File: src/rtl/axis_slave_uart_tx.sv
// AXI-Stream word sink: buffers words in a FIFO and serializes each one LSB byte first to the UART byte port.
// Latency: first byte valid one cycle after acceptance (empty FIFO, idle serializer); 1 byte/cycle with ready high.
// Backpressure: TREADY low while the FIFO is full; po_tx_data/po_tx_valid held stable until pi_tx_ready.

module sync_fifo #(
    parameter int WIDTH = 8,
    parameter int DEPTH = 4
) (
    input  logic                     clk,
    input  logic                     arst_n,
    input  logic                     wr_vld,
    input  logic [WIDTH-1:0]         wr_dat,
    input  logic                     rd_vld,
    output logic [WIDTH-1:0]         rd_dat,
    output logic [$clog2(DEPTH):0]   level
);
    localparam int AW = $clog2(DEPTH);
    localparam logic [AW:0] PTR_ONE = (AW+1)'(1);

    logic [WIDTH-1:0] mem [DEPTH];
    logic [AW:0]      wr_ptr;
    logic [AW:0]      rd_ptr;

    // Pointers carry one extra bit so full and empty stay distinguishable.
    always_ff @(posedge clk or negedge arst_n) begin
        if (!arst_n) begin
            wr_ptr <= '0;
            rd_ptr <= '0;
        end else begin
            if (wr_vld) wr_ptr <= wr_ptr + PTR_ONE;
            if (rd_vld) rd_ptr <= rd_ptr + PTR_ONE;
        end
    end

    always_ff @(posedge clk) begin
        if (wr_vld) mem[wr_ptr[AW-1:0]] <= wr_dat;
    end

    assign rd_dat = mem[rd_ptr[AW-1:0]];
    assign level  = wr_ptr - rd_ptr;
endmodule

module axis_slave_uart_tx #(
    parameter int C_S_AXIS_TDATA_WIDTH = 32,
    parameter int C_FIFO_DEPTH         = 4
) (
    input  logic                                S_AXIS_ACLK,
    input  logic                                S_AXIS_ARESETN,
    input  logic [C_S_AXIS_TDATA_WIDTH-1:0]     S_AXIS_TDATA,
    input  logic [C_S_AXIS_TDATA_WIDTH/8-1:0]   S_AXIS_TSTRB,
    input  logic                                S_AXIS_TLAST,
    input  logic                                S_AXIS_TVALID,
    output logic                                S_AXIS_TREADY,
    output logic [7:0]                          po_tx_data,
    output logic                                po_tx_valid,
    input  logic                                pi_tx_ready,
    output logic                                po_frame_done,
    output logic [$clog2(C_FIFO_DEPTH):0]       po_fifo_level
);
    localparam int NBYTES = C_S_AXIS_TDATA_WIDTH / 8;
    localparam int IDXW   = (NBYTES > 1) ? $clog2(NBYTES) : 1;
    localparam int LVLW   = $clog2(C_FIFO_DEPTH) + 1;
    localparam logic [IDXW-1:0] IDX_LAST = IDXW'(NBYTES - 1);
    localparam logic [IDXW-1:0] IDX_ONE  = IDXW'(1);
    localparam logic [LVLW-1:0] LVL_FULL = LVLW'(C_FIFO_DEPTH);

    typedef struct packed {
        logic                   last;
        logic [NBYTES-1:0]      strb;
        logic [NBYTES-1:0][7:0] data;
    } word_t;

    typedef enum logic {IDLE, SEND} state_t;

    state_t          state_q, state_d;
    word_t           in_word, head_word, word_q, word_d;
    logic [IDXW-1:0] idx_q, idx_d;
    logic            frame_done_q, frame_done_d;
    logic            rst_done_q;
    logic            push, pop, fifo_empty;
    logic [LVLW-1:0] level;
    logic            cur_vld;
    logic [7:0]      cur_dat;

    always_comb begin
        in_word      = '0;
        in_word.last = S_AXIS_TLAST;
        in_word.strb = S_AXIS_TSTRB;
        in_word.data = S_AXIS_TDATA;
    end

    sync_fifo #(
        .WIDTH ($bits(word_t)),
        .DEPTH (C_FIFO_DEPTH)
    ) u_word_fifo (
        .clk    (S_AXIS_ACLK),
        .arst_n (S_AXIS_ARESETN),
        .wr_vld (push),
        .wr_dat (in_word),
        .rd_vld (pop),
        .rd_dat (head_word),
        .level  (level)
    );

    // Ready depends only on registered state; a full FIFO never admits a word, even on a pop cycle.
    assign S_AXIS_TREADY = rst_done_q && (level != LVL_FULL);
    assign push          = S_AXIS_TVALID && S_AXIS_TREADY;
    assign fifo_empty    = (level == '0);

    always_ff @(posedge S_AXIS_ACLK or negedge S_AXIS_ARESETN) begin
        if (!S_AXIS_ARESETN) begin
            state_q      <= IDLE;
            word_q       <= '0;
            idx_q        <= '0;
            frame_done_q <= 1'b0;
            rst_done_q   <= 1'b0;
        end else begin
            state_q      <= state_d;
            word_q       <= word_d;
            idx_q        <= idx_d;
            frame_done_q <= frame_done_d;
            rst_done_q   <= 1'b1;
        end
    end

    always_comb begin
        state_d      = state_q;
        word_d       = word_q;
        idx_d        = idx_q;
        frame_done_d = 1'b0;
        pop          = 1'b0;
        cur_vld      = 1'b0;
        cur_dat      = 8'h00;
        case (state_q)
            IDLE: begin
                if (!fifo_empty) begin
                    pop     = 1'b1;
                    word_d  = head_word;
                    idx_d   = '0;
                    state_d = SEND;
                end
            end
            SEND: begin
                cur_vld = word_q.strb[idx_q];
                cur_dat = word_q.data[idx_q];
                // Disabled byte lanes advance without a handshake, one cycle each.
                if (!cur_vld || pi_tx_ready) begin
                    if (idx_q == IDX_LAST) begin
                        frame_done_d = word_q.last;
                        if (!fifo_empty) begin
                            pop    = 1'b1;
                            word_d = head_word;
                            idx_d  = '0;
                        end else begin
                            state_d = IDLE;
                        end
                    end else begin
                        idx_d = idx_q + IDX_ONE;
                    end
                end
            end
            default: state_d = IDLE;
        endcase
    end

    assign po_tx_valid   = cur_vld;
    assign po_tx_data    = cur_dat;
    assign po_frame_done = frame_done_q;
    assign po_fifo_level = level;
endmodule

File: config.mk
export PLATFORM = sky130hd
export DESIGN_NAME = axis_slave_uart_tx
export DESIGN_NICKNAME = d
export VERILOG_FILES = /design/src/rtl/axis_slave_uart_tx.sv
export SDC_FILE = /design/constraint.sdc
export NUM_CORES = 1
export LEC_CHECK = 0
export ABC_AREA = 1
export BUFFER_PORTS_ARGS = -buffer_cell sky130_fd_sc_hd__buf_2
export CAP_MARGIN = 40
export CORE_MARGIN = 1
export CORE_UTILIZATION = 29
export DETAILED_ROUTE_END_ITERATION = 12
export SYNTH_ARGS = -nofsm -noshare
export SYNTH_HDL_FRONTEND = slang
export SYNTH_HIERARCHICAL = 1
export SYNTH_SLANG_ARGS = --single-unit
File: constraint.sdc
create_clock -name S_AXIS_ACLK -period 3.6 [get_ports S_AXIS_ACLK]
set_input_delay 0.18 -clock S_AXIS_ACLK [delete_from_list [all_inputs] [get_ports S_AXIS_ACLK]]
set_output_delay 0.18 -clock S_AXIS_ACLK [all_outputs]
set_load 0.02 [all_outputs]
# == Yosys cells after proc, flatten, opt, wreduce, memory -nomap -nowiden ==
# Memories as Yosys holds them, arrays and structs flattened.
# Index checks and enable logic that the tools add are counted.
# op_classes
add_sub_neg,4
order_cmp,1
n_eq_ne,4
n_mux,26
bitwise,1
n_reduce_logical,6
# ops
cell,n
37-bit two-way mux,3
37-bit case mux with 2 select lines,1
8-bit binary-select mux with 2-bit select,1
8-bit two-way mux,2
1-bit two-way mux,12
"3-bit by 1-bit adder with 3-bit output, second input constant",2
2-bit two-way mux,3
"2-bit by 1-bit != test with 1-bit output, second input constant",2
1-bit case mux with 2 select lines,2
2-bit case mux with 2 select lines,1
3-bit zero test,1
"2-bit by 3-bit less-than comparator with 1-bit output, second input constant",1
"3-bit != test, second input constant",1
3-bit subtractor,1
"2-bit by 1-bit adder with 2-bit output, second input constant",1
1-bit binary-select mux with 2-bit select,1
"2-bit equality test, second input constant",1
1-bit logical AND,2
2-bit AND reduction,1
1-bit zero test,1
1-bit logical OR,1
1-bit inverter,1
# word_totals
ff_bits,48
ramBits,148
in_bits,41
out_inout_bits,14
wordCells,55
n_memories,1
# mem_list
memory,words,width,rd,rd_ports_with_merged_regs,write_ports,line,text
u_word_fifo.mem,4,37,1,0,1,20,logic [WIDTH-1:0] mem [DEPTH];

# == Longest topological paths before layout ==
# Gate-level depths: netlist of run 1.
# depth
depth_word,6
mapped_depth,16
mapped_depth_nobuf,14

# == Cells and area by module ==
# Netlist of run 1, hierarchy kept.
# by_module_without_submodules
mod,instances,cells_each,area_per_inst_um2,seq_area_each_um2
sync_fifo,1,628,6597.6,4594.4
axis_slave_uart_tx,1,270,2092.0,1051.0

# == Least setup slack after synthesis of run 1 ==
# OpenSTA, ideal clock, no wires.
# synth_timing
kind,flip-flop to flip-flop
from,register u_word_fifo.wr_ptr[0]
to,"memory u_word_fifo/mem[3][0] (netlist name), enable pin"
arrival_ns,2.964
required_time_ns,3.225
setup_slack_ns,0.261
path_stages_with_launch,11
n_path_buf,1
period_less_slack_ns,3.339
cell_sequence,dfrtp_1 inv_1 ha_1 fa_1 nand3_1 nand2_1 a21boi_0 and2_1 clkbuf_1 nand2_1 inv_2
# synth_via
elab_chain_cells,6
# synth_lines
element,line,text
"start, declared",21,logic [AW:0] wr_ptr;
"start signal, assigned",30,if (wr_vld) wr_ptr <= wr_ptr + PTR_ONE;
3-bit subtractor,40,assign level = wr_ptr - rd_ptr;
named net po_fifo_level[2],58,output logic [$clog2(C_FIFO_DEPTH):0] po_fifo_level
3-bit != test,106,assign S_AXIS_TREADY = rst_done_q && (level != LVL_FULL);
1-bit logical AND,106,
named net S_AXIS_TREADY,53,"output logic S_AXIS_TREADY,"
1-bit logical AND,107,assign push = S_AXIS_TVALID && S_AXIS_TREADY;
named net push,80,"logic push, pop, fifo_empty;"
1-bit two-way mux,36,if (wr_vld) mem[wr_ptr[AW-1:0]] <= wr_dat;
1-bit two-way mux (not written as such),36,
"end, declared",20,
# The timed path passes the listed nets, and every way through them passes these cells.

# == Worst setup path after layout of run 1 ==
# layout_timing
from,register u_word_fifo.wr_ptr[0]
to,"memory u_word_fifo/mem[3][20] (netlist name), enable pin"
# layout_via
elab_chain_cells,6
# layout_lines
element,line
3-bit subtractor,40
3-bit != test,106
1-bit logical AND,106
1-bit logical AND,107
named net push,80
1-bit two-way mux,36
1-bit two-way mux (not written as such),36
# The timed path passes the listed nets, and every way through them passes these cells.

==> results of run 1 <==
-- sequential cells by signal (all words and copies together), names as in the netlist --
register,cells
idx_q,2
po_frame_done,1
rst_done_q,1
state_q,1
u_word_fifo/mem,148
u_word_fifo/rd_ptr,3
u_word_fifo/wr_ptr,3
word_q,37
-- per-stage QoR --
| step | hold WS, ns | instance area [sq um] |
|---|---|---|
| final | 0.00886 | 10300 |
| after floorplan | -0.116 | 8690 |
| after CTS | 0.00129 | 10300 |
| after detailed placement | 0.161 | 9340 |
| after global placement | 0.396 | 9320 |
| after global routing | 0.0214 | 10300 |
-- metal layers --
layer / vias up / part of all wire, %
met3: 17 / 4.3
li1: 2975 / -
met4: 0 / 1.3
met5: - / 0
met2: 121 / 48
met1: 2796 / 46
-- report_power, final --
group | internal [W] | leakage, nW | total (W) | switching, W
Combinational | 0.000942 | 2.60 | 0.00311 | 0.00217
Sequential | 0.00292 | 1.93 | 0.00317 | 0.000253
Clock | 0.000902 | 0.257 | 0.00178 | 0.000877
-- cells by family (layout without fill, tap and decap cells) --
logic type               Yosys count  count (layout)
AND/OR/NAND/NOR                  447             447
buffers and inverters            212             307
flip-flops                       196             196
AO/OA/AOI/OAI                     30              30
adder cells (fa/ha/maj)            9               9
XOR/XNOR                           3               3
other                              1               1
-- cells in the final DEF, fill, tap and decap left out, types with 8 or more instances in the layout --
cell type | synthesis | layout
nand2_1 | 289 | 289
inv_1 | 163 | 163
edfxtp_1 | 148 | 148
nand3_1 | 117 | 117
buf_2 | 24 | 54
dfrtp_1 | 48 | 47
dlygate4sd3_1 | 0 | 37
nor2_1 | 34 | 34
o21ai_0 | 17 | 17
clkbuf_16 | 0 | 17
buf_4 | 7 | 11
a21oi_1 | 9 | 8
ha_1 | 8 | 8
-- final cells by class --
cell class | instances | area, sq um | area share [%]
Clock buffer | 17 | 425 | 4.15
Clock inverter | 15 | 120 | 1.17
Inverter | 170 | 638 | 6.22
Multi-Input combinational cell | 490 | 2160 | 21.0
Sequential cell | 196 | 5650 | 55.0
Tap cell | 390 | 488 | 4.76
Timing Repair Buffer | 105 | 783 | 7.63
-- worst min path at each step --
| stage | endpoint | cells past startpoint | slack (ns) |
|---|---|---|---|
| floorplan | idx_q[0] | 0 | -0.12 |
| CTS | u_word_fifo/mem[3][6] | 1 | 0.001 |
| finish | u_word_fifo/mem[2][6] | 1 | 0.009 |
| global placement | u_word_fifo/mem[2][29] | 1 | 0.40 |
| global route | u_word_fifo/mem[3][6] | 1 | 0.02 |
| detailed placement | po_frame_done | 1 | 0.16 |
==> flow_summary_export.csv, run 1 <==
group,metric,value,unit
worst_setup_path,crit_family,"simple AND/OR/NAND/NOR gates",
route,vias,5909,
worst_setup_path,worstSetupEndpointType,"flop",
sta,finalHoldViolCount,0,
worst_setup_path,cp_num_buf_inv,3,
global_routing,grt_usage,12.8,%
global_routing,grt_pass1_vias,5871,
floorplanning,fp.dieW,175,um
yosys,synth_mux_area_share,0,%
hold_path,min_from,"S_AXIS_TDATA[6]",
placement,place.gp.congestion,0.799,
clock_tree,path_clk_slew,0.07,ns
sta,setup_viol,0,
worst_setup_path,arrival,2.91,ns
worst_setup_path,timing.rr.start,"u_word_fifo/wr_ptr[0]",
clock_tree,cts_sinks,196,
worst_setup_path,r2r_setup_slack,0.80,ns
placement,place_ws,0.819,ns
clock_tree,cts_buffer_depth,2,
floorplanning,ioPinCount,55,
sta,final-max-slew-violation-count,0,
yosys,yosysMostFrequentCell,"nand2_1",
yosys,ys_seq_elements,196,
yosys,ys_seq_area_share,65.0,%
yosys,ys.flop_type,"edfxtp_1",
clock_tree,cts_buffers,17,
yosys,yosysTopAreaCell,"edfxtp_1",
hold_path,hp-class,"in2reg",
finish,area_growth,18.1,%
yosys,synth_simple_gate_area_share,21.3,%
global_routing,grt_pass1_wl,30.5,mm
worst_setup_path,worst_path_largest_cell_delay,0.44,ns
yosys,synth_edf_count,148,
yosys,syn_avg_cell_area,9.68,sq um
clock_tree,clock_latency,0.43,ns
worst_setup_path,cp-start-kind,"flop",
placement,hpwl,11.7,mm
finish,num-fill-cells,2967,
floorplanning,die_area,0.0307,sq mm
sta,tightest_slew,0.897,ns
power_and_ir_drop,p_per_area,786,mW/mm^2
yosys,synth_top_area_share,51.1,%
finish,instances_no_fill,1383,
sta,fin_worst_skew,0.00997,ns
sta,slew_headroom,40.2,%
worst_setup_path,path_cells,"inv_1 -> ha_1 -> fa_1 -> nand3_1 -> nand2_1 -> a21boi_0 -> and2_1 -> nand2_1 -> inv_2 -> buf_4",
route,wl,18.8,mm
floorplanning,rows,63,
floorplanning,core,0.0296,sq mm
worst_setup_path,rr_worst_depth,10,
yosys,async_flop_share,24.5,%
yosys,synth_top_family_by_area,"simple AND/OR/NAND/NOR gates",
route,drt-pass1-iter-count,5,
global_routing,overflow,0,
clock_tree,cts_hold_buf,37,
route,drt-vias-per-instance,4.27,
clock_tree,tritoncts,"done",
yosys,synth_fa_ha_area_share,1.38,%
worst_setup_path,critPathSlowestCell,"fa_1",
power_and_ir_drop,p_leak,4.79,nW
yosys,netlist_instances,898,
worst_setup_path,crit_end,"u_word_fifo/mem[3][20]",
global_routing,grt.met3_usage,3.11,%
route,post_drt_wl_per_cell,13.6,um
placement,placed_cells,1314,
global_routing,met1_usage,15.9,%
clock_tree,h-tree-depth,4,
yosys,synth_xor_area_share,0.302,%
yosys,ys_top_cells_by_area,"edfxtp_1 (51%), dfrtp_1 (14%), nand2_1 (12%), inv_1 (7.0%), nand3_1 (6.7%)",
global_routing,grt_max_degree,77,
yosys,yosysWarnings,6,
global_routing,antenna_found_initial,0,
worst_setup_path,cp.depth,10,
sta,setup_ws,0.805,ns
global_routing,grtUsageMet2,22.0,%
route,drtIter0Drc,521,
clock_tree,clockRootBuffer,"clkbuf_16",
floorplanning,floorplan.initialDensity,29.4,%
power_and_ir_drop,finalPower,0.00806,W
worst_setup_path,cp_max_fo,19,
worst_setup_path,crit_type,"reg2reg",
placement,portBuffers,54,
outcome,status,"finished, final reports clean",
finish,drive_gt1_share,11.1,%
finish,utilization,34.7,%
clock_tree,post_cts_buffers,0,
yosys,syn_nets,948,
yosys,synth.cell_area,0.00869,sq mm
floorplanning,die_h,175,um
route,drc,0,
finish,nets,1030,
run,max_cap_violations,0,
sta,fin_crit_sh,77.7,%
yosys,synth_compound_area_share,1.79,%
worst_setup_path,crit_top_cell,"nand2_1",
sta,period_needed,2.80,ns
worst_setup_path,crit_start,"u_word_fifo/wr_ptr[0]",
finish,antenna_cells,0,
route,drtAntennaViolNets,0,
sta,tns,0,ns
sta,rsz0062_at_grt,"no",
yosys,yosys-top-cells-count,"nand2_1 (289), inv_1 (163), edfxtp_1 (148)",
worst_setup_path,cp.required,3.71,ns
power_and_ir_drop,irDropWorstVdd,0.459,mV
yosys,synth_cell_types,25,
global_routing,grt.busiest_layer,"met2",
sta,max_freq,358,MHz
clock_tree,cts-resized-gates,0,
worst_setup_path,r2r_end,"u_word_fifo/mem[3][20]",
No activity file was read; power rests on OpenSTA's default activity.
==> run 2: changes to the inputs <==
==> constraint.sdc (replaced) <==
create_clock -name S_AXIS_ACLK -period 2.91 [get_ports S_AXIS_ACLK]
set_input_delay 0.1455 -clock S_AXIS_ACLK [delete_from_list [all_inputs] [get_ports S_AXIS_ACLK]]
set_output_delay 0.1455 -clock S_AXIS_ACLK [all_outputs]
set_load 0.02 [all_outputs]
==> flow_summary_export.csv, run 2 (same netlist as run 1, synthesis figures left out) <==
group,metric,value,unit
finish,multi_input_area,0.00216,sq mm
outcome,status,"finished, final reports clean",
global_routing,antenna_found_initial,0,
global_routing,grt_max_degree,78,
finish,num-fill-cells,2978,
floorplanning,ioPinCount,55,
floorplanning,die_h,175,um
placement,place.gp.congestion,0.810,
worst_setup_path,crit_top_cell,"nand2_1",
sta,tightest_slew,0.874,ns
worst_setup_path,crit_type,"reg2reg",
route,met2WireLength,9.51,mm
power_and_ir_drop,p_sw_share,40.4,%
worst_setup_path,cp.required,3.05,ns
floorplanning,core,0.0296,sq mm
global_routing,overflow,0,
route,drt-vias-per-instance,4.33,
route,drc,0,
power_and_ir_drop,intPower,0.00612,W
route,wl_met1,9.24,mm
power_and_ir_drop,p_per_area,980,mW/mm^2
power_and_ir_drop,switchingPower,0.00415,W
finish,register_area,0.00565,sq mm
clock_tree,h-tree-depth,4,
floorplanning,die_area,0.0307,sq mm
clock_tree,cts_buffer_depth,2,
placement,portBuffers,54,
route,drtIter0Drc,385,
floorplanning,fp.dieW,175,um
sta,period_needed,2.67,ns
clock_tree,cts_sinks,196,
route,vias,6029,
worst_setup_path,cp_max_fo,16,
power_and_ir_drop,clockPowerShare,22.4,%
clock_tree,post_cts_buffers,0,
route,routed.top_layer,"met4",
sta,setup_viol,0,
power_and_ir_drop,irDropWorstVdd,0.543,mV
global_routing,grt_usage,13.5,%
sta,slew_headroom,41.8,%
worst_setup_path,arrival,2.81,ns
worst_setup_path,worst_path_largest_cell_delay,0.45,ns
clock_tree,clockRootBuffer,"clkbuf_16",
power_and_ir_drop,power.share.sequential,37.9,%
sta,fin_worst_skew,0.0114,ns
route,drt-pass1-iter-count,5,
route,wl,19.6,mm
finish,nets,1040,
hold_path,hp-class,"in2reg",
route,met3WireLength,629,um
power_and_ir_drop,p_leak,4.89,nW
global_routing,grt_pass1_wl,31.8,mm
clock_tree,tritoncts,"done",
sta,max_freq,374,MHz
sta,whs,0.0262,ns
worst_setup_path,worstSetupEndpointType,"flop",
sta,finalHoldViolCount,0,
power_and_ir_drop,pwr-share-comb,39.7,%
finish,final_common_cell,"nand2_1",
finish,final_cell_mix,"nand2_1 (289), inv_1 (163), edfxtp_1 (148), nand3_1 (117), buf_2 (54)",
floorplanning,floorplan.initialDensity,29.4,%
finish,area_growth,20.6,%
clock_tree,cts_buffers,17,
finish,drive_gt1_share,12.0,%
global_routing,grt_pass1_vias,5855,
finish,largest_reg_flops,148,
sta,fin_crit_sh,91.8,%
floorplanning,rows,63,
sta,final-max-slew-violation-count,0,
worst_setup_path,cp-start-kind,"flop",
placement,hpwl,12.9,mm
run,max_cap_violations,0,
finish,antenna_cells,0,
route,drtAntennaViolNets,0,
worst_setup_path,path_cells,"inv_1 -> ha_1 -> fa_1 -> nand3_1 -> nand2_1 -> a21boi_2 -> and2_2 -> nand2_1 -> inv_4 -> buf_12",
clock_tree,path_clk_slew,0.07,ns
worst_setup_path,critPathSlowestCell,"fa_1",
clock_tree,clock_latency,0.43,ns
route,post_drt_wl_per_cell,14.0,um
sta,tns,0,ns
sta,rsz0062_at_grt,"no",
## run 2: worst paths after layout
path                                           to  slack (ns)             startpoint  cells after the start
setup / recovery           u_word_fifo/mem[3][23]        0.24  u_word_fifo/wr_ptr[0]                     10
hold / removal                           idx_q[1]        0.03            pi_tx_ready                      4
setup reg to reg           u_word_fifo/mem[3][23]        0.24  u_word_fifo/wr_ptr[0]                     10
hold reg to reg                        word_q[12]        0.47             word_q[12]                      2
max in group asynchronous   u_word_fifo/rd_ptr[0]        2.44         S_AXIS_ARESETN                      3
min in group asynchronous                idx_q[0]        0.06         S_AXIS_ARESETN                      2
## run 2: critical path, delay by kind of cell, from the launching register on
family                     cells  cell delay, ns
AOI/OAI and AO/OA              1            0.18
and+or+nand+nor                4            0.60
adders and majority gates      2            0.68
buffers and inverters          3            0.48
DFF                            1            0.43
## run 2: power by group through the flow
stage	combinational, W	sequential, W	clock (W)
final	0.00408	0.00389	0.00230
after global placement	0.00403	0.00394	0
after detailed placement	0.00408	0.00395	0
after floorplan	0.00289	0.00385	0
after global routing	0.00462	0.00394	0.00247
after CTS	0.00413	0.00389	0.00234
## run 2: per-stage QoR
stage / std cells / cell area, sq um / total power, W / utilization (%) / worst slack, ns
after global placement: 1322 / 9510 / 0.00797 / 32.2 / 0.274
after detailed placement: 1323 / 9530 / 0.00803 / 32.2 / 0.226
after global routing: 1393 / 10500 / 0.0110 / 35.5 / 0.0756
after floorplan: 898 / 8700 / 0.00674 / - / 0.0415
after CTS: 1393 / 10500 / 0.0104 / 35.5 / 0.169
final: 1393 / 10500 / 0.0103 / 35.5 / 0.237
## run 2: final cells by class
type / count / share of cell area (%)
clock inverter: 14 / 1.40
clock buffer: 18 / 4.09
timing repair buffer: 115 / 9.17
inverter: 170 / 6.18
tap: 390 / 4.66
multi-input combinational: 490 / 20.6
sequential: 196 / 53.9
## run 2: timing repair
| item | 4_1_cts | 5_1_grt |
|---|---|---|
| hold buffers | 38 | 0 |
| resized for setup | 0 | 1 |
| endpoints found under the setup margin | 0 | 46 |
| hold endpoints to repair | 196 | 0 |
## run 2: per-layer routing
metal	GRT usage (%)	up-vias
met5	0	-
met3	2.72	18
met2	22.5	112
met4	3.37	0
li1	-	2998
met1	17.8	2901
==> run 3: changes to the inputs <==
--- a/config.mk
+++ b/config.mk
@@ -8,7 +8,7 @@
 export ABC_AREA = 1
 export BUFFER_PORTS_ARGS = -buffer_cell sky130_fd_sc_hd__buf_2
 export CAP_MARGIN = 40
-export CORE_MARGIN = 1
+export CORE_MARGIN = 5
 export CORE_UTILIZATION = 29
 export DETAILED_ROUTE_END_ITERATION = 12
 export SYNTH_ARGS = -nofsm -noshare
==> flow_summary_export.csv, run 3 (same netlist as run 1, synthesis figures left out) <==
group,metric,value,unit
finish,final_common_cell,"nand2_1",
route,post_drt_wl_per_cell,14.0,um
placement,hpwl,12.6,mm
placement,portBuffers,54,
finish,nets,1039,
sta,period_needed,2.66,ns
clock_tree,path_clk_slew,0.07,ns
worst_setup_path,crit_type,"reg2reg",
floorplanning,die_h,183,um
power_and_ir_drop,finalPower,0.0102,W
route,drt-vias-per-instance,4.23,
floorplanning,rows,63,
finish,final_cell_mix,"nand2_1 (289), inv_1 (163), edfxtp_1 (148), nand3_1 (117), buf_2 (54)",
floorplanning,ioPinCount,55,
clock_tree,tritoncts,"done",
global_routing,grt_pass1_wl,31.3,mm
clock_tree,cts_buffer_depth,2,
global_routing,antenna_found_initial,0,
global_routing,grt_pass1_vias,5820,
sta,slew_headroom,43.2,%
sta,tns,0,ns
clock_tree,clock_latency,0.42,ns
hold_path,hp-class,"in2reg",
global_routing,overflow,0,
route,vias,5884,
floorplanning,fp.dieW,183,um
finish,num-fill-cells,3023,
sta,fin_crit_sh,91.4,%
worst_setup_path,arrival,2.98,ns
clock_tree,cts_sinks,196,
finish,antenna_cells,0,
sta,fin_worst_skew,0.0112,ns
power_and_ir_drop,p_leak,4.87,nW
route,drtAntennaViolNets,0,
power_and_ir_drop,irDropWorstVdd,0.541,mV
floorplanning,core,0.0296,sq mm
floorplanning,die_area,0.0335,sq mm
clock_tree,post_cts_buffers,0,
sta,finalHoldViolCount,0,
clock_tree,clockRootBuffer,"clkbuf_16",
run,max_cap_violations,0,
sta,tightest_slew,0.851,ns
sta,rsz0062_at_grt,"no",
global_routing,grt_max_degree,78,
route,drtIter0Drc,424,
power_and_ir_drop,p_per_area,981,mW/mm^2
worst_setup_path,cp.required,3.23,ns
global_routing,grt_usage,11.8,%
worst_setup_path,cp-start-kind,"flop",
route,wl,19.5,mm
finish,largest_reg_flops,148,
sta,setup_viol,0,
floorplanning,floorplan.initialDensity,29.3,%
sta,max_freq,376,MHz
finish,area_growth,20.0,%
clock_tree,h-tree-depth,4,
outcome,status,"finished, final reports clean",
route,drt-pass1-iter-count,5,
worst_setup_path,worstSetupEndpointType,"flop",
clock_tree,cts_buffers,17,
finish,drive_gt1_share,11.9,%
worst_setup_path,cp_max_fo,9,
sta,final-max-slew-violation-count,0,
route,drc,0,
placement,place.gp.congestion,0.790,
run 3: power by group:
part           internal (W)  switching, W  leakage [nW]
clock network       0.00128       0.00103         0.280
logic               0.00127       0.00278          2.66
registers           0.00361      0.000270          1.93
run 3: metal layers:
metal  vias up  routed length (um)  global-route usage, %
li1       2999                   -                      -
met1      2787                9130                   15.6
met2        88                9480                   20.1
met3        10                 718                   2.50
met4         0                 144                   2.38
met5         -                   0                      0
run 3: final timing paths:
path | from | endpoint | slack [ns] | cells past startpoint
setup / recovery | u_word_fifo/wr_ptr[0] | u_word_fifo/rd_ptr[2] | 0.25 | 14
hold / removal | pi_tx_ready | idx_q[1] | 0.03 | 4
setup reg to reg | u_word_fifo/wr_ptr[0] | u_word_fifo/rd_ptr[2] | 0.25 | 14
hold reg to reg | word_q[24] | word_q[24] | 0.47 | 2
max in group asynchronous | S_AXIS_ARESETN | u_word_fifo/wr_ptr[2] | 1.85 | 3
min in group asynchronous | S_AXIS_ARESETN | word_q[34] | 0.34 | 2
run 3: final cells by class:
class                   instances  area, sq um  share of cell area (%)
multi-input cells             490         2160                    20.7
flip-flops and latches        196         5650                    54.1
inverters                     170          648                    6.21
clock buffers                  19          433                    4.15
repair buffers                114          903                    8.66
well taps                     390          488                    4.68
clock inverters                13          149                    1.43
run 3: what timing repair did:
action                                 CTS  global route
endpoints found under the hold margin  180             0
setup endpoints to repair                0            16
hold buffers                            38             0
resized for setup                        0             1
run 3: through the flow:
| stage | instances | instance area, sq um | setup slack, ns | util (%) | hold WS [ns] |
|---|---|---|---|---|---|
| floorplan | 898 | 8700 | 0.0415 | - | -0.150 |
| global placement | 1322 | 9470 | 0.285 | 31.9 | 0.262 |
| detailed placement | 1322 | 9470 | 0.193 | 31.9 | 0.261 |
| CTS | 1392 | 10400 | 0.174 | 35.2 | 0.0123 |
| global route | 1392 | 10400 | 0.0323 | 35.2 | 0.0382 |
| finish | 1392 | 10400 | 0.250 | 35.2 | 0.0342 |
run 3: worst max-delay path, cell delays in order (launching register included):
cell     delay [ns]
dfrtp_1        0.41
inv_1          0.10
ha_1           0.22
fa_1           0.44
nand3_1        0.09
nand2_1        0.08
buf_4          0.15
nor3_1         0.29
a21oi_2        0.07
nand2_1        0.30
inv_1          0.17
nand2_1        0.10
nand2_1        0.05
nand2_1        0.05
inv_1          0.03
